<file path="src/rtl/reg_write_arbiter.sv">
// Shares one register-bank write port among NUM_REQ requesters; round-robin, or fixed priority with REG_WRITE_ARB_STRICT_PRIO_EN.
// Request sampled in IDLE -> oWE/oACK next cycle; one grant per 3 cycles; requesters wait on level iREQ until oACK.
module reg_write_arbiter #(
  parameter int NUM_REQ    = 4,
  parameter int ADDR_WIDTH = 4,
  parameter int DATA_WIDTH = 16
) (
  input  logic                          CLK,
  input  logic                          RST,
  input  logic [NUM_REQ-1:0]            iREQ,
  input  logic [NUM_REQ*ADDR_WIDTH-1:0] iADDR,
  input  logic [NUM_REQ*DATA_WIDTH-1:0] iDATA,
  output logic [NUM_REQ-1:0]            oACK,
  output logic                          oWE,
  output logic [ADDR_WIDTH-1:0]         oWADDR,
  output logic [DATA_WIDTH-1:0]         oWDATA,
  output logic [$clog2(NUM_REQ)-1:0]    oGNT_ID,
  output logic                          oBUSY
);

  localparam int PW = $clog2(NUM_REQ);

  localparam logic [1:0] S_IDLE    = 2'd0;
  localparam logic [1:0] S_WRITE   = 2'd1;
  localparam logic [1:0] S_RELEASE = 2'd2;

  logic [1:0]            state_q, state_d;
  logic [NUM_REQ-1:0]    ack_q, ack_d;
  logic                  we_q, we_d;
  logic [ADDR_WIDTH-1:0] waddr_q, waddr_d;
  logic [DATA_WIDTH-1:0] wdata_q, wdata_d;
  logic [PW-1:0]         gnt_q, gnt_d;
  logic                  busy_q, busy_d;

  logic [PW-1:0]         base;
  logic [PW-1:0]         sel;
  logic                  found;
  logic [PW:0]           scan_idx;

  logic [ADDR_WIDTH-1:0] addr_arr [NUM_REQ];
  logic [DATA_WIDTH-1:0] data_arr [NUM_REQ];

  for (genvar k = 0; k < NUM_REQ; k++) begin : g_unpack
    assign addr_arr[k] = iADDR[k*ADDR_WIDTH +: ADDR_WIDTH];
    assign data_arr[k] = iDATA[k*DATA_WIDTH +: DATA_WIDTH];
  end

`ifdef REG_WRITE_ARB_STRICT_PRIO_EN
  assign base = '0;
`else
  logic [PW-1:0] ptr_q, ptr_d;
  assign base = ptr_q;
`endif

  // Scan upward from base, wrapping at NUM_REQ; scan_idx never exceeds 2*NUM_REQ-2.
  always_comb begin
    found    = 1'b0;
    sel      = '0;
    scan_idx = '0;
    for (int i = 0; i < NUM_REQ; i++) begin
      scan_idx = {1'b0, base} + (PW+1)'(i);
      if (scan_idx >= (PW+1)'(NUM_REQ)) begin
        scan_idx = scan_idx - (PW+1)'(NUM_REQ);
      end
      if (!found && iREQ[scan_idx[PW-1:0]]) begin
        found = 1'b1;
        sel   = scan_idx[PW-1:0];
      end
    end
  end

  always_comb begin
    state_d = state_q;
    ack_d   = '0;
    we_d    = 1'b0;
    waddr_d = waddr_q;
    wdata_d = wdata_q;
    gnt_d   = gnt_q;
`ifndef REG_WRITE_ARB_STRICT_PRIO_EN
    ptr_d   = ptr_q;
`endif
    case (state_q)
      S_IDLE: begin
        if (found) begin
          state_d    = S_WRITE;
          we_d       = 1'b1;
          ack_d[sel] = 1'b1;
          waddr_d    = addr_arr[sel];
          wdata_d    = data_arr[sel];
          gnt_d      = sel;
        end
      end
      S_WRITE: begin
        state_d = S_RELEASE;
`ifndef REG_WRITE_ARB_STRICT_PRIO_EN
        ptr_d   = (gnt_q == PW'(NUM_REQ-1)) ? '0 : gnt_q + PW'(1);
`endif
      end
      default: state_d = S_IDLE;
    endcase
    busy_d = (state_d != S_IDLE);
  end

  always_ff @(posedge CLK) begin
    if (RST) begin
      state_q <= S_IDLE;
      ack_q   <= '0;
      we_q    <= 1'b0;
      waddr_q <= '0;
      wdata_q <= '0;
      gnt_q   <= '0;
      busy_q  <= 1'b0;
`ifndef REG_WRITE_ARB_STRICT_PRIO_EN
      ptr_q   <= '0;
`endif
    end else begin
      state_q <= state_d;
      ack_q   <= ack_d;
      we_q    <= we_d;
      waddr_q <= waddr_d;
      wdata_q <= wdata_d;
      gnt_q   <= gnt_d;
      busy_q  <= busy_d;
`ifndef REG_WRITE_ARB_STRICT_PRIO_EN
      ptr_q   <= ptr_d;
`endif
    end
  end

  assign oACK    = ack_q;
  assign oWE     = we_q;
  assign oWADDR  = waddr_q;
  assign oWDATA  = wdata_q;
  assign oGNT_ID = gnt_q;
  assign oBUSY   = busy_q;

endmodule
</file>
<file path="config.mk">
export PLATFORM = sky130hd
export DESIGN_NAME = reg_write_arbiter
export DESIGN_NICKNAME = d
export VERILOG_FILES = /design/src/rtl/reg_write_arbiter.sv
export SDC_FILE = /design/constraint.sdc
export NUM_CORES = 1
export LEC_CHECK = 0
export CELL_PAD_IN_SITES_DETAIL_PLACEMENT = 1
export CELL_PAD_IN_SITES_GLOBAL_PLACEMENT = 1
export CORE_ASPECT_RATIO = 0.75
export CORE_MARGIN = 3
export CORE_UTILIZATION = 27
export CTS_BUF_LIST = sky130_fd_sc_hd__clkbuf_8
export CTS_CLUSTER_DIAMETER = 40
export DETAILED_ROUTE_END_ITERATION = 10
export GPL_TIMING_DRIVEN = 0
export HOLD_SLACK_MARGIN = 0.02
export PLACE_DENSITY = 0.78
export SYNTH_ARGS = -nofsm -noshare
export SYNTH_HDL_FRONTEND = slang
export SYNTH_SLANG_ARGS = --single-unit
</file>
<file path="constraint.sdc">
create_clock -name CLK -period 1.58 [get_ports CLK]
set_input_delay 0.158 -clock CLK [delete_from_list [all_inputs] [get_ports CLK]]
set_output_delay 0.158 -clock CLK [all_outputs]
set_load 0.05 [all_outputs]
</file>
* After elaboration in Yosys (flattened, before gate mapping)
Index checks and enable logic that the tools add are counted.
W data, S select, Z words.
** Operators by class
- Mux-type cells :: 32
- Bitwise gates (word level) :: 3
- Eq/ne operators :: 2
- Reduce and logical (&&, ||, !) cells :: 12
- Magnitude comparators :: 11
- $add $sub $neg :: 8
** Operators by type and width (count)
- $bmux W16 S2 :: 1
- $mux W16 :: 2
- $mux W2 :: 10
- $lt A2 B3 Y1 const B :: 5
- $ge A3 B3 Y1 const B :: 4
- $mux W1 :: 10
- $bmux W1 S2 :: 4
- $bmux W4 S2 :: 1
- $mux W4 :: 2
- $sub A2 B1 Y2 const B :: 4
- $add A2 B2 Y3 const B :: 2
- $logic_and A1 B1 Y1 :: 4
- $pmux W2 S2 :: 1
- $add A2 B1 Y3 const B :: 1
- $ge A2 B3 Y1 const B :: 1
- $logic_not A1 Y1 :: 3
- $not A2 Y3 :: 1
- $reduce_or A3 Y1 :: 1
- $add A2 B1 Y2 const B :: 1
- $demux W1 S2 :: 1
- $eq A2 B1 Y1 const B :: 1
- $eq A2 B2 Y1 const B :: 1
- $ge A2 B1 Y1 const B :: 1
- $logic_not A2 Y1 :: 1
- 4 further kinds :: 5
** Storage, ports and cells
- Output and inout port bits :: 28
- Input bits :: 86
- Word-level logic and storage cells :: 76
- Register bits :: 32

* Depth between registers and ports, before layout
- Depth after elaboration :: 18
- Mapped depth :: 7
- Gate-level depth less buffers :: 4

* Least setup slack after synthesis
Ideal clock, no wire load.
- Kind :: flip-flop to flip-flop
- Start :: reg ptr_q[1], in the netlist base[1]
- End :: reg waddr_q[3], in the netlist oWADDR[3]
- Setup slack :: 0.144 ns
- Path buffers :: 2
- Required time :: 1.445 ns
- Cell stages (with the launch flop) :: 7
- Setup time :: 0.135 ns
- Data arrival time :: 1.301 ns
- Period minus slack after synthesis :: 1.436 ns
- Cells stage by stage :: dfxtp_1 buf_4 o21a_1 clkbuf_1 a211oi_1 a211oi_1 a311oi_1
** On the way
- Cells in the longest elaborated chain, start to end :: 18
- Elaborated cells on any way between the ends :: 42
- Those cells by class :: add/sub (7); order compare (4); mux (23); bitwise (1); reduce/logical (7)
** RTL lines
- from (decl) :: RTL line 51 : logic [PW-1:0] ptr_q, ptr_d;
- from (signal assigned) :: RTL line 125 : ptr_q <= ptr_d;
- branches (longest 18 deep; another with $add A2 B1 Y3)
- to (signal assigned) :: RTL line 120 : waddr_q <= waddr_d;
- to (decl) :: RTL line 30 : logic [ADDR_WIDTH-1:0] waddr_q, waddr_d;
Several ways; the timed one is not identified. The select of a mux whose other input is x is not followed.
A chain may end at the register's enable or synchronous reset.

* Worst setup path after layout
- Start :: reg ptr_q[1], in the netlist base[1]
- End :: reg wdata_q[6], in the netlist oWDATA[6]
** On the way
- Cells in the longest elaborated chain, start to end :: 18
- Elaborated cells on any way between the ends :: 42
- Those cells by class :: add/sub (7); order compare (4); mux (23); bitwise (1); reduce/logical (7)
** RTL lines
- branches (longest 18 deep; another with $add A2 B1 Y3)
- to (signal assigned) :: RTL line 121 : wdata_q <= wdata_d;
- to (decl) :: RTL line 31 : logic [DATA_WIDTH-1:0] wdata_q, wdata_d;
Several ways; the timed one is not identified. The select of a mux whose other input is x is not followed.

==> flow_metrics.py <==
metrics = {
    "power_and_ir_drop": {
        "irDropWorstVdd_v": 0.0002984,
        "sw_frac_of_total_pct": 40.18,
        "p_leak_nw": 1.601,
        "switchingPower_w": 0.001365,
        "intPower_w": 0.002033,
        "comb_power_share_pct": 48.4,
        "p_seq_share_pct": 28.2,
        "powerDensity_nw_per_um2": 832.7,
        "p_clk_share_pct": 23.4,
    },
    "placement": {
        "gp_congestion": 0.8282,
        "place_hpwl_um": 6931,
        "numPortBuffers": 110,
        "dp.cells": 486,
    },
    "critical_path": {
        "worstPathCellList": "buf_6, o21bai_4, clkbuf_8, and3_1, a211oi_4, a311oi_1",
        "regToRegSetupSlack_ns": -0.04,
        "crit_start": "base[1]",
        "timing.rr.end": "oWDATA[6]",
        "critical-path-max-stage-delay_ns": 0.36,
        "worstSetupPathDepth": 6,
        "cp.required_ns": 1.73,
        "worst-path-max-fanout": 6,
        "criticalPathCategory": "flop to flop",
        "critPathLaunchType": "flop",
        "critPathTopFamily": "compound AO/OA/AOI/OAI gates",
        "crit_arrival_ns": 1.77,
        "cp-endpoint": "oWDATA[6]",
        "cpMaxStageDelayCell": "dfxtp_4",
        "end_kind": "flop",
        "rr_worst_depth": 6,
        "r2r_start": "base[1]",
        "worst-path-buf-inv": 2,
    },
    "logic_synthesis": {
        "ys_types": 32,
        "synth_edf_count": 0,
        "ys_ff_latch": 32,
        "synthCells": 275,
        "synth-async-reset-ratio_pct": 0,
        "ys_warn_count": 0,
        "syn_nets": 362,
        "avgSynthCellArea_um2": 7.548,
        "syn_area_um2": 2076,
        "synth_ff_type": "dfxtp_1",
        "yosysSeqAreaShare_pct": 30.86,
    },
    "floorplanning": {
        "std_cell_rows": 27,
        "die_h_um": 81.94,
        "coreArea_um2": 7398,
        "die_x_um": 107.2,
        "ioPinCount": 114,
        "initial_core_util_pct": 28.06,
        "dieArea_um2": 8787,
    },
    "global_route": {
        "grt_usage_pct": 21.83,
        "grt_max_degree": 12,
        "antenna_found_initial": 0,
        "grt_pass1_wl_um": 14790,
        "overflow": 0,
        "grt_pass1_vias": 2726,
    },
    "drt": {
        "highest_layer": "met4",
        "drt_iter0_drc": 94,
        "wl_per_cell_um": 20.24,
        "vias_per_cell": 5.288,
        "ant_nets": 0,
        "wl_met1_um": 4708,
        "drc_errors": 0,
        "dr.pass1.iters": 4,
        "wirelength_um": 10120,
        "wl_met3_um": 493,
        "dr_wl_met2_um": 4813,
        "vias": 2644,
    },
    "clocking": {
        "clock-sinks": 32,
        "htreeDepth": 2,
        "clockRootBuffer": "clkbuf_8",
        "path_clk_slew_ns": 0.07,
        "cts_tree": "built",
        "cts_buffers": 5,
        "clkLatencyLatePin_ns": 0.29,
        "ctsLongestPathBuffers": 2,
    },
    "status": {
        "violations": "negative setup slack",
        "status": "complete, but fails checks",
    },
    "timing": {
        "holdWs_ns": 0.4554,
        "finalSetupViolCount": 4,
        "clock.fmax_ghz": 0.6185,
        "fin_setup_tns_ns": -0.07829,
        "tightest_slew_ns": 0.5494,
        "rsz0062_at_grt": "true",
        "worst_clock_skew_ns": 0.002187,
        "relSlewSlack_pct": 63.37,
        "maxSlewViolCount": 0,
        "min_period_over_period_pct": 102.3,
        "finalCriticalPeriod_ns": 1.617,
        "setup_slack_ns": -0.03689,
        "hold_violations": 0,
    },
    "worst_hold_path": {
        "min-delay-start": "iREQ[3]",
        "min_path_cells": 4,
        "hp-class": "input pin to flop",
    },
    "cells_and_area": {
        "multi_input_area_um2": 1730,
        "ff_latch_area_um2": 645.6,
        "fin_util_pct": 55.17,
        "final_nets": 485,
        "final_common_cell": "clkdlybuf4s50_1",
        "syn_to_final_growth_pct": 96.62,
        "layout-drive-gt1-share_pct": 25.81,
        "fin_cells": 500,
        "mostFrequentLayoutCells": "clkdlybuf4s50_1, dfxtp_1, nor2_1",
        "n_antenna_cell": 0,
        "fillers": 857,
    },
    "flow_run": {
        "drv_cap": 0,
    },
}
cells in the mapped netlist (2+ instances only):
cell,n,area (um2)
a211o_1,2,17.52
a211oi_1,40,300.3
a21oi_1,5,25.02
a311oi_1,20,175.2
and3_1,21,131.4
buf_2,7,35.03
buf_4,3,22.52
buf_6,4,45.04
clkbuf_1,21,78.83
dfxtp_1,32,640.6
inv_1,3,11.26
nand2_1,23,86.33
nand2b_1,2,12.51
nand3_1,21,105.1
nor2_1,26,97.59
nor2b_1,3,18.77
nor3_1,5,25.02
o21a_1,2,15.01
o21ai_0,22,110.1
per-stage QoR:
step           setup WS (ns)  instance area [um2]  power, W
5_1_grt             -0.06542                 4081  0.003556
6_report            -0.03689                 4081  0.003399
3_5_place_dp         -0.5702                 3303  0.002297
3_3_place_gp         -0.5345                 3303  0.002265
4_1_cts             -0.02068                 3795  0.003235
2_1_floorplan         0.1439                 2076  0.001737
metal layers:
| metal | vias to the layer above | track usage [%] |
|---|---|---|
| met5 | - | 0 |
| met4 | 0 | 4.981 |
| met3 | 8 | 5.027 |
| met2 | 77 | 35.58 |
| met1 | 1304 | 29.47 |
| li1 | 1255 | - |
state kept, by name (all words and copies together) (netlist names):
| signal | count |
|---|---|
| oBUSY | 1 |
| state_q | 2 |
| oACK | 4 |
| base | 2 |
| oWDATA | 16 |
| oWE | 1 |
| oWADDR | 4 |
| oGNT_ID | 2 |
tightest hold or removal path: stages:
cell      delay, ns
buf_4          0.18
nor3_4         0.08
o21ai_0        0.19
a311oi_1       0.09
how the worst min path moves through the flow:
| stage | to | slack [ns] |
|---|---|---|
| final | oWDATA[0] | 0.46 |
| after CTS | oWDATA[0] | 0.41 |
| after floorplan | state_q[0] | 0.26 |
| after global routing | oWDATA[7] | 0.46 |
| after global placement | oGNT_ID[0] | 0.49 |
| after detailed placement | oWDATA[13] | 0.49 |
layout make-up:
class                           instances  area share [%]
Multi-Input combinational cell        205           42.40
Timing Repair Buffer                  116           27.90
Sequential cell                        32           15.82
Buffer                                 35           7.787
Tap cell                              101           3.096
Clock buffer                            5           1.686
Clock inverter                          3           1.042
Inverter                                3          0.2759
power by group through the flow:
stage	registers (W)	logic, W	clock network, W
final	0.000957	0.00164	0.000797
after global routing	0.000970	0.00174	0.000849
after CTS	0.000956	0.00148	0.000800
after detailed placement	0.000978	0.00132	0
after global placement	0.000972	0.00129	0
after floorplan	0.00127	0.000463	0
cells by family after synthesis:
kind of cell | after synthesis | share of synthesized area, %
multiplexers | 1 | 0.4822
adder cells (fa/ha/maj) | 1 | 0.6027
buffers and inverters | 38 | 9.282
AND/OR/NAND/NOR | 104 | 24.71
AO/OA/AOI/OAI | 99 | 34.06
flip-flops | 32 | 30.86
timing repair:
item                       4_1_cts  5_1_grt
pin swaps                       16       32
gates resized for setup        106       71
hold buffers                     0        0
buffers inserted                 5        0
gates cloned                     1        0
setup endpoints to repair       46       26
Power figures use the tool's default switching activity.
==> RTL edit 1, RTL diff (config.mk and constraints unchanged) <==
Set the parameter `DATA_WIDTH` to 32 (it was 16).
--- a/src/rtl/reg_write_arbiter.sv
+++ b/src/rtl/reg_write_arbiter.sv
@@ -3,7 +3,7 @@
 module reg_write_arbiter #(
   parameter int NUM_REQ    = 4,
   parameter int ADDR_WIDTH = 4,
-  parameter int DATA_WIDTH = 16
+  parameter int DATA_WIDTH = 32
 ) (
   input  logic                          CLK,
   input  logic                          RST,
Interface: changed (resized iDATA and oWDATA); port bits go from 114 to 194. The function was not compared with the original's and may differ.
==> RTL edit 1 against the original RTL <==
The flow still finishes with violations (negative setup slack). Die area rose by 44%. Wire length rose by 50%. Final cell count rose by 43%. Sequential cell count rose by 16. Setup slack got worse by 0.15 ns. Final area rose by 43%. Power rose by 39%. Synthesized area rose by 47%. Count of clock-buffer cells in the layout rose by 1. Synthesized cell count rose by 36%. Largest cell class is now buffers.
==> RTL edit 1: results (changes against the original RTL) <==
| Metric | Value |
|---|---|
| FF-to-FF Start | `base[0]$_SDFFE_PP0P_` |
| Fillcell total | `1,242 (+45%)` |
| Arr. time, crit path | `1.93 ns (+0.16 ns)` |
| Mux cell area share after synthesis | `0.003273 (-0.001549)` |
| Initial detailed-routing violation count | `138 (+47%)` |
| Final WL | `15,180 um (+50%)` |
| First-pass GRT wire length | `22,310 um (+51%)` |
| Finished Cell Area | `5834 um2 (+43%)` |
| Netlist cell types | `42 (+31%)` |
| Post-synth top cells | `48 x dfxtp_1, 46 x nand3_1, 37 x nor2_1` |
| Crit path largest cell delay | `0.52 ns (+0.16 ns)` |
| Root Buffer | `clkbuf_8` |
| XOR/XNOR share of the synthesized area | `0 (unchanged)` |
| Drt wl/cell | `21.17 um (+4.6%)` |
| Reg clk slew, reported paths | `0.10 ns (+0.03 ns)` |
| Final #Nets | `731 (+51%)` |
| Crit-path max FO | `10 (+4)` |
| Hold Path End | `oACK[1]$_SDFF_PP0_` |
| DP Cell Count | `699 (+44%)` |
| Final worst slack | `-0.1855 ns (-0.1486 ns)` |
| Worst vdd ir | `0.0003642 V (+22%)` |
| CP Capture Point | `oWDATA[28]$_SDFFE_PP0P_` |
| Compound-Gate Fraction of Synth Area | `0.4354 (+0.09479)` |
| Violated checks | `negative setup slack` |
| Post-DP Area | `5308 um2 (+61%)` |
| Post-DR vias/cell | `5.414 (+2.4%)` |
| Adder-cell share of the synthesized area | `0.004092 (-0.001936)` |
| Syn avg cell area | `8.198 um2 (+8.6%)` |
| Worst hold margin | `0.2979 ns (-0.1575 ns)` |
| DP HPWL | `11,500 um (+66%)` |
| Max reg flops | `32 (+16)` |
| Layout cells sized above 1 | `0.2444 (-0.01374)` |
| Port Buffers | `190 (+73%)` |
| Crit-path slowest cell | `or4_4` |
| Reg2reg end | `oWDATA[28]$_SDFFE_PP0P_` |
| GRT Total Usage | `0.2220 (+0.003735)` |
| Gp weighted congestion | `0.8409 (+1.5%)` |
| Net count after synthesis | `524 (+45%)` |
| Outcome | `complete, but fails checks` |
| Cell leakage power | `0.002358 uW (+47%)` |
| CP top delay family | `simple AND/OR/NAND/NOR gates` |
| Hold Path Origin | `iREQ[0]` |
| Layout Skew | `0.009233 ns (+0.007046 ns)` |
| Largest cells by area after synthesis | `dfxtp_1 31%, a21o_1 8.8%, a211oi_2 7.8%, nand3_1 7.5%, a221oi_1 7.4%` |
| Largest net degree at the start of global routing | `15 (+3)` |
| Final Setup Violations | `36 (+32)` |
| Vias in the first global route | `4,066 (+49%)` |
| Post-synthesis sequential area ratio | `0.3142 (+0.005619)` |
## RTL edit 1: final cells by class
type,count,area (um2),area share
Multi-Input combinational cell,280,2286,0.3918
Timing Repair Buffer,201,1947,0.3337
Sequential cell,48,968.4,0.1660
Buffer,42,362.8,0.06219
Tap cell,136,170.2,0.02917
Clock buffer,6,82.58,0.01415
Clock inverter,2,10.01,0.001716
Inverter,2,7.507,0.001287
## RTL edit 1: power by group
group | switching, uW | internal (uW) | total, uW
Clock | 430 | 351 | 780
Combinational | 1470 | 1030 | 2500
Sequential | 85.1 | 1370 | 1450
## RTL edit 1: per-layer routing
metal / track usage / share of wire / vias up
met2: 0.3842 / 0.49 / 144
met1: 0.2837 / 0.43 / 1877
met3: 0.05577 / 0.074 / 10
met4: 0.03390 / 0.0086 / 0
met5: 0 / 0 / -
li1: - / - / 1851
## RTL edit 1: repair_timing
item,in CTS,in global routing
setup buffers,10,1
gates resized for setup,102,33
endpoints found under the setup margin,86,40
pin swaps,8,7
==> RTL edit 2, RTL diff (config.mk and constraints unchanged) <==
Without the edit above. Take the reset off `waddr_q` and load it in a clocked block of its own.
--- a/src/rtl/reg_write_arbiter.sv
+++ b/src/rtl/reg_write_arbiter.sv
@@ -106,7 +106,6 @@
       state_q <= S_IDLE;
       ack_q   <= '0;
       we_q    <= 1'b0;
-      waddr_q <= '0;
       wdata_q <= '0;
       gnt_q   <= '0;
       busy_q  <= 1'b0;
@@ -117,7 +116,6 @@
       state_q <= state_d;
       ack_q   <= ack_d;
       we_q    <= we_d;
-      waddr_q <= waddr_d;
       wdata_q <= wdata_d;
       gnt_q   <= gnt_d;
       busy_q  <= busy_d;
@@ -125,6 +123,10 @@
       ptr_q   <= ptr_d;
 `endif
     end
+  end
+
+  always_ff @(posedge CLK) begin
+    waddr_q <= waddr_d;
   end
 
   assign oACK    = ack_q;
Check against the original RTL: not equivalent (a bounded check fails within 4 cycles, from zero or initial values and one cycle with RST high).
==> RTL edit 2 against the original RTL <==
The run still ends with negative setup slack left. Non-clock buffer count decreased by 5. Critical endpoint is now oWADDR[0]$_DFFE_PP_. Clock skew grew 0.0013 ns. Setup slack worse by 0.23 ns. Wire length fell by 14%. Count of clock-buffer cells in the layout is the same. Synthesized area fell by 6.6%. Highest routed layer unchanged. Power is 2.5% lower. Sequential cell count unchanged. Final area is 11% lower. Largest cell class is now buffers. Critical path type unchanged.
==> RTL edit 2: results (changes against the original RTL) <==
| Metric | Value |
|---|---|
| Outcome | `complete, but fails checks` |
| Violated checks | `negative setup slack` |
| Met2 usage | `0.3567 (+0.0008744)` |
| Initial detailed-routing violation count | `83 (-12%)` |
| Hold Path End | `oWDATA[6]$_SDFFE_PP0P_` |
| Routing usage on met1 | `0.2409 (-0.05380)` |
| Final #Nets | `437 (-9.9%)` |
| Final worst slack | `-0.2642 ns (-0.2273 ns)` |
| Fillcell total | `795 (-7.2%)` |
| Mux cell area share after synthesis | `0.07742 (+0.07260)` |
| CP Capture Point | `oWADDR[0]$_DFFE_PP_` |
| Drt wl/cell | `19.35 um (-4.4%)` |
| Worst hold margin | `0.4603 ns (+0.004946 ns)` |
| DRT met1 WL | `3621 um (-23%)` |
| Syn Inst Count | `212 (-23%)` |
| R2R depth | `8 (+2)` |
| P_comb | `1520 uW (-7%)` |
| Crit-path slowest cell | `dfxtp_2` |
| Global Route met3 Usage | `0.06063 (+0.01036)` |
| Sw Pwr | `1264 uW (-7.4%)` |
| Largest net degree at the start of global routing | `14 (+2)` |
| Worst slew pin tran | `0.6850 ns (+0.1355 ns)` |
| Setup TNS | `-4.561 ns (-4.483 ns)` |
| Cell leakage power | `0.001522 uW (-4.9%)` |
| GRT Total Usage | `0.2031 (-0.01518)` |
| Post-place setup slack | `-0.8246 ns (-0.2543 ns)` |
| Compound-Gate Fraction of Synth Area | `0.3510 (+0.01040)` |
| DR vias | `2,268 (-14%)` |
| Net count after synthesis | `299 (-17%)` |
| Largest cells by area after synthesis | `dfxtp_1 29%, mux2i_1 7.7%, edfxtp_1 6.2%, nor2_1 5.2%, a21bo_1 4.6%` |
| Hold Path Origin | `iDATA[22]` |
| DP Cell Count | `422 (-13%)` |
| Final Setup Violations | `23 (+19)` |
## RTL edit 2: critical path, delay by kind of cell, from the launching register on
kind	cells	cell delay, ns
muxes	3	0.55
buffers and inverters	3	0.42
DFF	1	0.35
AOI/OAI and AO/OA	1	0.20
and+or+nand+nor	1	0.07
## RTL edit 2: cell type report
class / instances / area [um2] / area share
tap: 98 / 122.6 / 0.03377
timing repair buffer: 132 / 1280 / 0.3525
clock buffer: 5 / 68.82 / 0.01895
clock inverter: 3 / 42.54 / 0.01172
multi-input combinational: 160 / 1291 / 0.3556
inverter: 5 / 21.27 / 0.005858
buffer: 14 / 122.6 / 0.03377
sequential: 32 / 681.9 / 0.1878
## RTL edit 2: repair_timing
item                       4_1_cts  5_1_grt
setup buffers                   13        6
setup endpoints to repair       54       31
cloned                           2        0
pin swaps                       18       11
gates resized for setup         58       18
